===== config.mk =====
export PLATFORM = sky130hd
export DESIGN_NAME = multicycle_controller
export DESIGN_NICKNAME = d
export VERILOG_FILES = /design/src/rtl/multicycle_controller.sv
export SDC_FILE = /design/constraint.sdc
export NUM_CORES = 1
export LEC_CHECK = 0
export CORE_MARGIN = 2
export CORE_UTILIZATION = 40
export DETAILED_ROUTE_END_ITERATION = 6
export MAX_ROUTING_LAYER = met4
export PLACE_DENSITY = 0.72
export SETUP_SLACK_MARGIN = 0.5
export SLEW_MARGIN = 20
export SYNTH_ARGS = -nofsm -noshare
export SYNTH_HDL_FRONTEND = slang
export SYNTH_SLANG_ARGS = --single-unit

===== constraint.sdc =====
create_clock -name clk -period 4.1 [get_ports clk]
set_clock_uncertainty 0.05 [all_clocks]
set_input_delay 0.41 -clock clk [delete_from_list [all_inputs] [get_ports clk]]
set_output_delay 0.41 -clock clk [all_outputs]
set_load 0.02 [all_outputs]

===== src/rtl/multicycle_controller.sv =====
// rtl/multicycle_controller.sv - Moore FSM sequencing a multi-cycle RISC-V datapath over one shared memory port
// Tracks a per-state memory-wait timeout and a retired-instruction counter.
module multicycle_controller #(
   parameter int unsigned MEM_TIMEOUT = 16,
   parameter int unsigned CNT_W       = 32
) (
   input  logic             clk,
   input  logic             rst,
   input  logic             run,
   input  logic [6:0]       opcode,
   input  logic             zero,
   input  logic             mem_ready,
   output logic             PCWrite,
   output logic             IRWrite,
   output logic             IorD,
   output logic [1:0]       ALUSrcA,
   output logic [1:0]       ALUSrcB,
   output logic [1:0]       AluOp,
   output logic             PCSource,
   output logic             MemRead,
   output logic             MemWrite,
   output logic             RegWrite,
   output logic             MemtoReg,
   output logic             fault,
   output logic [3:0]       state_o,
   output logic [CNT_W-1:0] instret
);

   typedef enum logic [3:0] {
      S_IDLE   = 4'd0,
      S_FETCH  = 4'd1,
      S_DECODE = 4'd2,
      S_EXEC_R = 4'd3,
      S_EXEC_I = 4'd4,
      S_ADDR   = 4'd5,
      S_MEM_RD = 4'd6,
      S_MEM_WR = 4'd7,
      S_WB_ALU = 4'd8,
      S_WB_MEM = 4'd9,
      S_BRANCH = 4'd10,
      S_FAULT  = 4'd15
   } state_t;

   localparam logic [6:0] OP_R      = 7'b0110011;
   localparam logic [6:0] OP_I      = 7'b0010011;
   localparam logic [6:0] OP_LOAD   = 7'b0000011;
   localparam logic [6:0] OP_STORE  = 7'b0100011;
   localparam logic [6:0] OP_BRANCH = 7'b1100011;

   // Counter only needs to reach MEM_TIMEOUT-1; with the timeout disabled it just wraps.
   localparam int unsigned TO_W = (MEM_TIMEOUT > 1) ? $clog2(MEM_TIMEOUT) : 1;
   localparam logic [TO_W-1:0] TO_LAST = TO_W'((MEM_TIMEOUT == 0) ? 0 : MEM_TIMEOUT - 1);

   state_t           state_q, state_d;
   logic [CNT_W-1:0] instret_q, instret_d;
   logic [TO_W-1:0]  to_q, to_d;
   logic             wait_st;
   logic             timed_out;
   logic             retire;

   always_comb begin
      state_d   = state_q;
      instret_d = instret_q;
      to_d      = '0;
      retire    = 1'b0;
      wait_st   = (state_q == S_FETCH) || (state_q == S_MEM_RD) || (state_q == S_MEM_WR);
      timed_out = (MEM_TIMEOUT != 0) && wait_st && !mem_ready && (to_q == TO_LAST);
      if (wait_st && !mem_ready) begin
         to_d = to_q + 1'b1;
      end

      case (state_q)
         S_IDLE:   if (run) state_d = S_FETCH;
         S_FETCH:  if (mem_ready) state_d = S_DECODE;
         S_DECODE: begin
            case (opcode)
               OP_R:              state_d = S_EXEC_R;
               OP_I:              state_d = S_EXEC_I;
               OP_LOAD, OP_STORE: state_d = S_ADDR;
               OP_BRANCH:         state_d = S_BRANCH;
               default:           state_d = S_FAULT;
            endcase
         end
         S_EXEC_R: state_d = S_WB_ALU;
         S_EXEC_I: state_d = S_WB_ALU;
         S_ADDR:   state_d = (opcode == OP_LOAD) ? S_MEM_RD : S_MEM_WR;
         S_MEM_RD: if (mem_ready) state_d = S_WB_MEM;
         S_MEM_WR: if (mem_ready) retire = 1'b1;
         S_WB_ALU: retire = 1'b1;
         S_WB_MEM: retire = 1'b1;
         S_BRANCH: retire = 1'b1;
         S_FAULT:  state_d = S_FAULT;
         default:  state_d = S_FAULT;
      endcase

      if (timed_out) begin
         state_d = S_FAULT;
      end
      if (retire) begin
         instret_d = instret_q + 1'b1;
         state_d   = run ? S_FETCH : S_IDLE;
      end
   end

   always_ff @(posedge clk) begin
      if (!rst) begin
         state_q   <= S_IDLE;
         instret_q <= '0;
         to_q      <= '0;
      end else begin
         state_q   <= state_d;
         instret_q <= instret_d;
         to_q      <= to_d;
      end
   end

   // Moore decode; the only input gating is mem_ready/zero qualifying PC and IR loads.
   always_comb begin
      PCWrite  = 1'b0;
      IRWrite  = 1'b0;
      IorD     = 1'b0;
      ALUSrcA  = 2'b00;
      ALUSrcB  = 2'b00;
      AluOp    = 2'b00;
      PCSource = 1'b0;
      MemRead  = 1'b0;
      MemWrite = 1'b0;
      RegWrite = 1'b0;
      MemtoReg = 1'b0;
      fault    = 1'b0;
      case (state_q)
         S_FETCH: begin
            MemRead = 1'b1;
            ALUSrcB = 2'b01;
            IRWrite = mem_ready;
            PCWrite = mem_ready;
         end
         S_DECODE: begin
            ALUSrcA = 2'b10;
            ALUSrcB = 2'b10;
         end
         S_EXEC_R: begin
            ALUSrcA = 2'b01;
            AluOp   = 2'b10;
         end
         S_EXEC_I: begin
            ALUSrcA = 2'b01;
            ALUSrcB = 2'b10;
            AluOp   = 2'b11;
         end
         S_ADDR: begin
            ALUSrcA = 2'b01;
            ALUSrcB = 2'b10;
         end
         S_MEM_RD: begin
            IorD    = 1'b1;
            MemRead = 1'b1;
         end
         S_MEM_WR: begin
            IorD     = 1'b1;
            MemWrite = 1'b1;
         end
         S_WB_ALU: RegWrite = 1'b1;
         S_WB_MEM: begin
            RegWrite = 1'b1;
            MemtoReg = 1'b1;
         end
         S_BRANCH: begin
            ALUSrcA  = 2'b01;
            AluOp    = 2'b01;
            PCSource = 1'b1;
            PCWrite  = zero;
         end
         S_FAULT: fault = 1'b1;
         default: ;
      endcase
   end

   assign state_o = state_q;
   assign instret = instret_q;

endmodule


[Word level (Yosys, flattened, before mapping)]
Index checks and enable logic that the tools add are counted.
Word-level totals
  register bits after elaboration: 40
  latch bits: 0
  memory bits (writable): 0
  bits in read-only memories: 0
  input bits: 12
  memories: 0
Cells by class
  add/sub/neg operators: 2
  multiply operators: 0
  div/mod/pow operators: 0
  order comparisons: 0
  equality and inequality tests: 21
  shift-type cells: 0
  muxes and demuxes: 23
  bitwise logic cells: 0
  reductions and logical operators: 17
Operators by type and width (number)
  $add A32 B1 Y32 const B: 1
  $pmux W4 S7: 1
  $eq A4 B4 Y1 const B: 5
  $mux W4: 5
  $eq A4 B3 Y1 const B: 4
  $pmux W4 S4: 1
  $eq A7 B6 Y1 const B: 2
  $ne A4 B4 Y1 const B: 3
  $mux W1: 11
  $reduce_or A2 Y1: 5
  $eq A4 B2 Y1 const B: 2
  $pmux W2 S2: 2
  $reduce_or A4 Y1: 2
  $eq A7 B2 Y1 const B: 1
  $eq A7 B5 Y1 const B: 1
  $eq A7 B7 Y1 const B: 1
  $pmux W2 S3: 1
  $reduce_or A3 Y1: 2
  $add A4 B1 Y4 const B: 1
  $eq A4 B1 Y1 const B: 1
  $logic_not A4 Y1: 1
  $pmux W1 S2: 2
  $reduce_and A4 Y1: 1
  $ne A3 B1 Y1 const B: 1
  4 further kinds: 6

[Logic depth before layout (Yosys ltp)]
Gate-level depths: netlist of run 1.
  depth after elaboration: 7
  depth in mapped cells: 7

[Worst setup path before layout of run 1]
No wires, ideal clock.
  path kind: reg-to-output
  from: register state_q[1] (netlist: state_o[1])
  to: output PCWrite
  data arrival time: 1.675 ns
  required time: 3.640 ns
  setup slack: 1.965 ns
  cell stages (with the launch flop): 6
  buffers on the path: 2
  cell sequence: dfxtp_1 buf_2 clkbuf_1 nand2_1 nor2_1 a21o_1
On the way
  longest elaborated chain between the ends: 2
  elaborated cells on any way between the ends: 3
  those cells by class: eq/ne: 2; mux: 1
Ends and longest elaborated chain
  start: declaration: RTL line 54  | state_t state_q, state_d;
  start signal: assignment: RTL line 111  | state_q <= state_d;
  $eq A4 B4 Y1 or $eq A4 B1 Y1 (tied branches): RTL line 131  | case (state_q)
  $pmux W1 S2 (*): RTL line 131
  end: declaration: RTL line 13  | output logic PCWrite,
Every way passes the cells marked *; elsewhere a longest branch is shown, timed or not.

[Final worst setup path of run 1]
  from: register state_q[0] (netlist: state_o[0])
  to: output MemRead
On the way
  longest elaborated chain between the ends: 3
  elaborated cells on any way between the ends: 4
  those cells by class: eq/ne: 2; mux: 1; reduce/logical: 1
Ends and longest elaborated chain
  $eq A4 B1 Y1 or $eq A4 B3 Y1 (tied branches): RTL line 131
  $reduce_or A2 Y1 (no source line) (*)
  $mux W1 (*): RTL line 131
  end: declaration: RTL line 20  | output logic MemRead,
Marks and branches as above.

==> flow_summary.toml, run 1 <==
[job]
max-cap-violations = 0

[critical_path]
critPathCaptureType = "primary output"
r2r_cells = 5
crit_type = "register to primary output"
start_kind = "register"
cp.required_ns = 3.64
ff2ff_setup_slack_ns = 1.73
cpPeakStageDelay_ns = 0.67
cp_slowest_cell = "dfxtp_1"
cp_max_fo = 17
crit_chain = "or3b_4, o21a_1, nor2_1, clkdlybuf4s50_1"
arrival_ns = 2.27

[finish]
diodes = 0
fill_cells = 514
fin_nets = 342
layout_common_cells = "clkdlybuf4s50_1, nor2_1, dfxtp_1"
multi_input_area_sq_um = 1380
layout_commonest_cell = "clkdlybuf4s50_1"
seqCellArea_sq_um = 801
synthToLayoutAreaGrowth_pct = 33.1
layout.cells.non_filler = 401
drive_gt1_share_pct = 6.38

[yosys]
synth-edff-count = 0
synth_area_per_cell_sq_um = 8.37
ys_seq_area_share_pct = 35.2
syn-cell-area_sq_um = 2280
synth_top_flop_cell = "dfxtp_1"
ys_types = 53
netlist_instances = 272
ys_seq_elements = 40
synth_fp_nets = 286
yosysWarnings = 0
synthArstFlopShare_pct = 0

[timing]
hold_viol_final = 0
fin_setup_tns_ns = 0
fmax_mhz = 366
grt_setup_unrepaired = "no"
setup_viol = 0
worst_pin_slew_ns = 1.03
layout_min_cycle_time_ns = 2.73
drv_slew = 0
finalCritPeriodShare_pct = 66.6
finalHoldWorstSlack_ns = 0.408
slew_headroom_pct = 31.6

[status]
outcome = "finished, final reports clean"

[power_and_ir_drop]
power.leakage_uw = 0.00109
power_density_nw_per_um2 = 426
ir_drop_mv = 0.234

[die]
initial_core_util_pct = 41.3
ioPinCount = 63
rows = 27
die_h_microns = 79.4
dieArea_sq_um = 6310
core_sq_um = 5510
fp.dieW_microns = 79.4

[drt]
via_count = 2115
wirelength_microns = 5420
viasPerCell = 5.27
ant_nets = 0
drc = 0
drt_iter0_drc = 145
first_pass_iters = 4
wl_per_cell_microns = 13.5

[clock_tree]
ctsHoldBuffers = 0
post_cts_buffers = 0
cts_resized = 0
cts_root_buf = "clkbuf_8"
htree_levels = 2
path_clk_slew_ns = 0.07
clkSinkCount = 40
cts_made_buffers = 5
clk_latency_ns = 0.29
clk_path_buf_depth = 2
cts_tree = "built"

[global_route]
met2_usage_pct = 28.6
use_met3_pct = 4.64
grt_pass1_wl_microns = 9150
grt_busiest_layer = "met2"
antenna_found_initial = 0
grt_pass1_vias = 1917
use_met1_pct = 24.5
overflow = 0
grt_max_degree = 33
grt_usage_pct = 18.3

[worst_hold_path]
holdPathStages = 1
hp-class = "register to register"

[placement]
hpwl_microns = 3860
placed_cells = 393
port_buffers = 62
gp_congestion = 0.824
-- stage by stage --
stage / setup WS, ns / area (sq um) / total power, uW / utilization [%]
finish: 1.37 / 3030 / 1290 / 55.0
global route: 1.19 / 3030 / 1360 / 55.0
CTS: 1.37 / 3030 / 1300 / 55.0
detailed placement: 1.45 / 2920 / 985 / 53.1
global placement: 1.51 / 2920 / 980 / 53.1
floorplan: 1.97 / 2280 / 815 / -
-- power by group --
part | leakage [uW] | switching (uW) | internal [uW]
logic | 0.000715 | 260 | 224
clock network | 0.0000552 | 136 | 181
registers | 0.000323 | 80.8 | 412
total | 0.00109 | 476 | 816
-- per-layer routing --
layer	routed length (microns)	vias up
met5	0	-
met4	36	0
met3	251	4
met2	2580	48
met1	2560	990
li1	-	1073
-- synth_stat cells, types with 4 or more instances --
| cell type | count | share of area, % |
|---|---|---|
| and4_1 | 4 | 1.5 |
| buf_2 | 4 | 0.88 |
| nand3_1 | 15 | 3.3 |
| inv_1 | 5 | 0.82 |
| nor3_1 | 7 | 1.5 |
| and2_1 | 4 | 1.1 |
| o21ai_0 | 5 | 1.1 |
| nor2b_1 | 5 | 1.4 |
| nor4_1 | 5 | 1.4 |
| dfxtp_1 | 40 | 35 |
| xnor2_1 | 14 | 5.4 |
| a21o_1 | 5 | 1.6 |
| nand4_1 | 9 | 2.5 |
| nor2_1 | 48 | 7.9 |
| a21oi_1 | 12 | 2.6 |
| xor2_1 | 15 | 5.8 |
| clkbuf_1 | 7 | 1.2 |
| nand2_1 | 16 | 2.6 |
| and3_1 | 6 | 1.6 |
-- cells by family (layout without fill, tap and decap cells) --
group	after synthesis	after routing	share of synthesized area, %
buffers and inverters	19	76	4.01
AO/OA/AOI/OAI	37	37	11.6
AND/OR/NAND/NOR	142	142	35.6
multiplexers	3	3	1.32
adder cells (fa/ha/maj)	2	2	1.10
XOR/XNOR	29	29	11.2
flip-flops	40	40	35.2
-- path summary, 6_finish.rpt --
kind	start	end
min reg2reg	to_q[0]$_SDFF_PN0_	to_q[0]$_SDFF_PN0_
max	state_o[0]$_SDFFE_PN0P_	MemRead
max reg2reg	state_o[3]$_SDFFE_PN0P_	state_o[0]$_SDFFE_PN0P_
min	to_q[0]$_SDFF_PN0_	to_q[0]$_SDFF_PN0_
-- worst max-delay path: cells and delay by family (launching register included) --
kind                   cells  cell delay (ns)
AO/OA/AOI/OAI              1             0.12
flip-flops                 1             0.67
AND/OR/NAND/NOR            2             0.56
buffers and inverters      1             0.62
-- sequential cells by signal (all words and copies together), names as in the netlist --
signal / count
instret: 32
to_q: 4
state_o: 4
-- layout make-up --
cell class | instances | share of cell area, %
flip-flops and latches | 40 | 26.4
repair buffers | 63 | 20.7
well taps | 72 | 2.97
inverters | 5 | 0.620
clock inverters | 2 | 1.16
clock buffers | 6 | 2.40
multi-input cells | 213 | 45.7
(Power assumes the default switching activity.)
==> run 2: changes to the inputs <==
==> constraint.sdc (replaced) <==
create_clock -name clk -period 2.78 [get_ports clk]
set_clock_uncertainty 0.05 [all_clocks]
set_input_delay 0.278 -clock clk [delete_from_list [all_inputs] [get_ports clk]]
set_output_delay 0.278 -clock clk [all_outputs]
set_load 0.02 [all_outputs]
==> run 2 against run 1 <==
Net effect: worst setup slack got worse by 0.78 ns; via count shrank 0.33%; clock-buffer cell count stayed put; global-route usage is 0.14 points lower; cell count is 0.50% higher; combinational power up 50%; critical endpoint is now PCSource.
==> flow_summary.toml, run 2 (synthesized netlist as in run 1, its figures left out) <==
[global_route]
grt_usage_pct = 18.2
grt_pass1_wl_microns = 9070
overflow = 0
grt_max_degree = 33
antenna_found_initial = 0
grt_pass1_vias = 1986

[clock_tree]
cts_made_buffers = 5
path_clk_slew_ns = 0.08
cts_root_buf = "clkbuf_8"
cts_tree = "built"
post_cts_buffers = 0
clk_latency_ns = 0.29
ctsHoldBuffers = 0
htree_levels = 2
clkSinkCount = 40
clk_path_buf_depth = 2

[die]
dieArea_sq_um = 6310
core_sq_um = 5510
initial_core_util_pct = 41.3
die_h_microns = 79.4
rows = 27
fp.dieW_microns = 79.4
ioPinCount = 63

[critical_path]
ff2ff_setup_slack_ns = 0.81
cp.required_ns = 2.45
arrival_ns = 1.87
crit_type = "register to primary output"
r2r_cells = 5
cp_max_fo = 18
start_kind = "register"
critPathCaptureType = "primary output"

[drt]
wirelength_microns = 5390
drc = 0
first_pass_iters = 4
viasPerCell = 5.23
drt_iter0_drc = 185
via_count = 2108
ant_nets = 0
wl_per_cell_microns = 13.4

[timing]
layout_min_cycle_time_ns = 2.19
fin_setup_tns_ns = 0
setup_viol = 0
fmax_mhz = 456
worst_pin_slew_ns = 0.715
slew_headroom_pct = 52.3
grt_setup_unrepaired = "no"
hold_viol_final = 0
finalCritPeriodShare_pct = 78.9
drv_slew = 0

[finish]
layout_commonest_cell = "clkdlybuf4s50_1"
stdcell_area_sq_um = 3040
largest_register_ff_count = 32
synthToLayoutAreaGrowth_pct = 33.6
diodes = 0
fin_nets = 344
fin_util_pct = 55.2
drive_gt1_share_pct = 8.76
layout_common_cells = "clkdlybuf4s50_1, nor2_1, dfxtp_1"

[power_and_ir_drop]
ir_drop_mv = 0.332
power.leakage_uw = 0.00113
power_density_nw_per_um2 = 607

[placement]
port_buffers = 62
hpwl_microns = 3900
placed_area_sq_um = 2940
gp_congestion = 0.898

[worst_hold_path]
hp-class = "register to register"
holdPathStages = 1

[job]
max-cap-violations = 0

[status]
outcome = "finished, final reports clean"
-- run 2: cell count changes in the layout (fill, tap and decap cells not counted), moves of 2 or more --
cell             before  now
dlygate4sd2_1         0    3
clkdlybuf4s50_1      62   58
dfxtp_4               0    2
dfxtp_2               0    2
buf_4                 1    3
dfxtp_1              40   36
-- run 2: final timing paths --
check                                             start                       to
worst max-delay path            state_o[2]$_SDFFE_PN0P_                 PCSource
worst min-delay path                 to_q[0]$_SDFF_PN0_       to_q[0]$_SDFF_PN0_
worst max register to register  state_o[2]$_SDFFE_PN0P_  state_o[0]$_SDFFE_PN0P_
worst min register to register       to_q[0]$_SDFF_PN0_       to_q[0]$_SDFF_PN0_
-- run 2: what timing repair did --
action | CTS | global route
pin swaps | 0 | 0
endpoints found under the setup margin | 13 | 4
gates resized for setup | 9 | 2
-- run 2: final cells by class --
cell class	instances	area [sq um]
flip-flops and latches	40	811
clock buffers	6	82.6
inverters	5	18.8
well taps	72	90.1
repair buffers	65	642
multi-input cells	213	1390
clock inverters	2	10.0
fillers	512	2470
-- run 2: per-stage QoR --
step	worst slack, ns	total power (uW)	std cells	hold WS (ns)
after floorplan	0.777	1200	272	0.368
after global placement	0.568	1460	395	0.380
after detailed placement	0.543	1460	395	0.390
after CTS	0.546	1850	403	0.406
after global routing	0.507	1940	403	0.437
final	0.587	1850	403	0.405
-- run 2: metal layers --
layer / GRT usage, % / vias to the layer above / share of wire (%)
li1: - / 1071 / -
met1: 23.5 / 986 / 47
met2: 29.7 / 46 / 48
met3: 3.05 / 5 / 3.8
met4: 4.66 / 0 / 1.1
met5: - / - / 0
-- run 2: critical path, stage by stage (launching register included) --
cell and delay [ns]:
dfxtp_2 0.41, nor2_1 0.20, nand2_1 0.17, nor2_2 0.17, clkdlybuf4s50_1 0.62
-- run 2: report_power, final --
group          switching [uW]  internal (uW)  leakage, uW
Clock                     200            198    0.0000510
Sequential                106            618     0.000325
Combinational             401            325     0.000756
==> run 3: changes to the inputs <==
--- a/config.mk
+++ b/config.mk
@@ -9,7 +9,7 @@
 export CORE_UTILIZATION = 40
 export DETAILED_ROUTE_END_ITERATION = 6
 export MAX_ROUTING_LAYER = met4
-export PLACE_DENSITY = 0.72
+export PLACE_DENSITY = 0.74
 export SETUP_SLACK_MARGIN = 0.5
 export SLEW_MARGIN = 20
 export SYNTH_ARGS = -nofsm -noshare
==> constraint.sdc (replaced) <==
create_clock -name clk -period 1.92 [get_ports clk]
set_clock_uncertainty 0.05 [all_clocks]
set_input_delay 0.192 -clock clk [delete_from_list [all_inputs] [get_ports clk]]
set_output_delay 0.192 -clock clk [all_outputs]
set_load 0.02 [all_outputs]
==> run 3 against run 2 <==
Net effect: worst setup slack got worse by 0.51 ns; first-iteration DRC count down 14%; via count is 12% higher; final area grew 21%; largest cell class unchanged.
==> flow_summary.toml, run 3 (synthesized netlist as in run 1, its figures left out) <==
[global_route]
grt_pass1_vias = 2104
grt_usage_pct = 20.1
overflow = 0
antenna_found_initial = 0
grt_max_degree = 32
grt_pass1_wl_microns = 10000

[die]
ioPinCount = 63
core_sq_um = 5510
dieArea_sq_um = 6310
fp.dieW_microns = 79.4
initial_core_util_pct = 41.3
die_h_microns = 79.4
rows = 27

[critical_path]
crit_type = "register to register"
cp_common_cell = "buf_12"
arrival_ns = 1.97
cp_slowest_cell = "dfxtp_4"
crit_chain = "buf_8, and2_4, a32oi_4, buf_12, buf_12, o211ai_1, a21oi_1, a311o_1"
start_kind = "register"
ff2ff_setup_slack_ns = 0.08
cp.required_ns = 2.05
critPathCaptureType = "register"
cpPeakStageDelay_ns = 0.40
cp_max_fo = 5

[timing]
fin_ws_ns = 0.0812
slew_headroom_pct = 64.4
fmax_mhz = 544
layout_min_cycle_time_ns = 1.84
finalCritPeriodShare_pct = 95.8
drv_slew = 0
setup_viol = 0
fin_setup_tns_ns = 0
worst_pin_slew_ns = 0.527
grt_setup_unrepaired = "yes"
hold_viol_final = 0

[placement]
gp_congestion = 0.885
post-place-ws_ns = -0.0284
port_buffers = 62
hpwl_microns = 4240

[power_and_ir_drop]
p_int_uw = 2100
p_seq_share_pct = 28.9
power_density_nw_per_um2 = 939
switchingPower_uw = 1360
combPwrFrac_pct = 54.2
pwr-share-clk_pct = 16.9
swShare_pct = 39.3
finalPower_uw = 3470
power.leakage_uw = 0.00164
ir_drop_mv = 0.558

[finish]
seqCellArea_sq_um = 890
layout_commonest_cell = "nor2_1"
fin_nets = 376
largest_register_ff_count = 32
synthToLayoutAreaGrowth_pct = 62.3
layout_common_cells = "nor2_1, dlygate4sd2_1, buf_4"
drive_gt1_share_pct = 38.8
multi_input_area_sq_um = 1650
diodes = 0
fill_cells = 430

[drt]
drc = 0
via_count = 2354
wirelength_microns = 6760
drt_iter0_drc = 159
ant_nets = 0
first_pass_iters = 5
wl_per_cell_microns = 15.5
viasPerCell = 5.41

[job]
max-cap-violations = 0

[clock_tree]
clkSinkCount = 40
cts_root_buf = "clkbuf_8"
ctsHoldBuffers = 0
cts_tree = "built"
path_clk_slew_ns = 0.07
htree_levels = 2
cts_made_buffers = 5
clk_latency_ns = 0.30
clk_path_buf_depth = 2

[worst_hold_path]
hp-class = "register to register"

[status]
outcome = "finished, final reports clean"
[run 3: power groups by stage]
stage	Sequential [uW]	Combinational, uW	Clock [uW]
finish	1000	1880	587
detailed placement	1020	1310	0
global route	1010	1970	628
CTS	998	1400	587
global placement	1020	1300	0
floorplan	1010	852	0
[run 3: path summary, 6_finish.rpt]
path         cells past startpoint               startpoint                      end
max                              8  state_o[2]$_SDFFE_PN0P_  state_o[0]$_SDFFE_PN0P_
min                              1       to_q[0]$_SDFF_PN0_       to_q[0]$_SDFF_PN0_
max reg2reg                      8  state_o[2]$_SDFFE_PN0P_  state_o[0]$_SDFFE_PN0P_
min reg2reg                      1       to_q[0]$_SDFF_PN0_       to_q[0]$_SDFF_PN0_
[run 3: timing repair]
item / in CTS / in global routing
endpoints found under the setup margin: 87 / 53
pin swaps: 2 / 20
gates cloned: 0 / 4
resized for setup: 121 / 35
setup buffers: 4 / 9
[run 3: final cells by class]
type	count	area share (%)
Clock buffer	8	2.44
Inverter	5	0.610
Multi-Input combinational cell	213	44.6
Sequential cell	40	24.1
Tap cell	72	2.44
Timing Repair Buffer	97	25.8
[run 3: critical path, delay by kind of cell, from the launching register on]
kind            cells  cell delay [ns]
flops               1             0.40
compound gates      4             0.67
simple gates        1             0.17
buf+inv             3             0.41
[run 3: routing by layer]
layer | part of all wire [%] | GRT usage, %
met3 | 3.3 | 3.17
met1 | 45 | 25.5
met2 | 50 | 34.0
met5 | 0 | -
met4 | 1.8 | 4.31
[run 3: per-stage QoR]
stage	instances	hold WS [ns]	util (%)	instance area, sq um
after floorplan	272	0.293	-	2480
after global placement	410	0.381	59.0	3250
after detailed placement	410	0.403	59.0	3250
after CTS	422	0.413	61.9	3410
after global routing	435	0.454	67.1	3690
final	435	0.426	67.1	3690
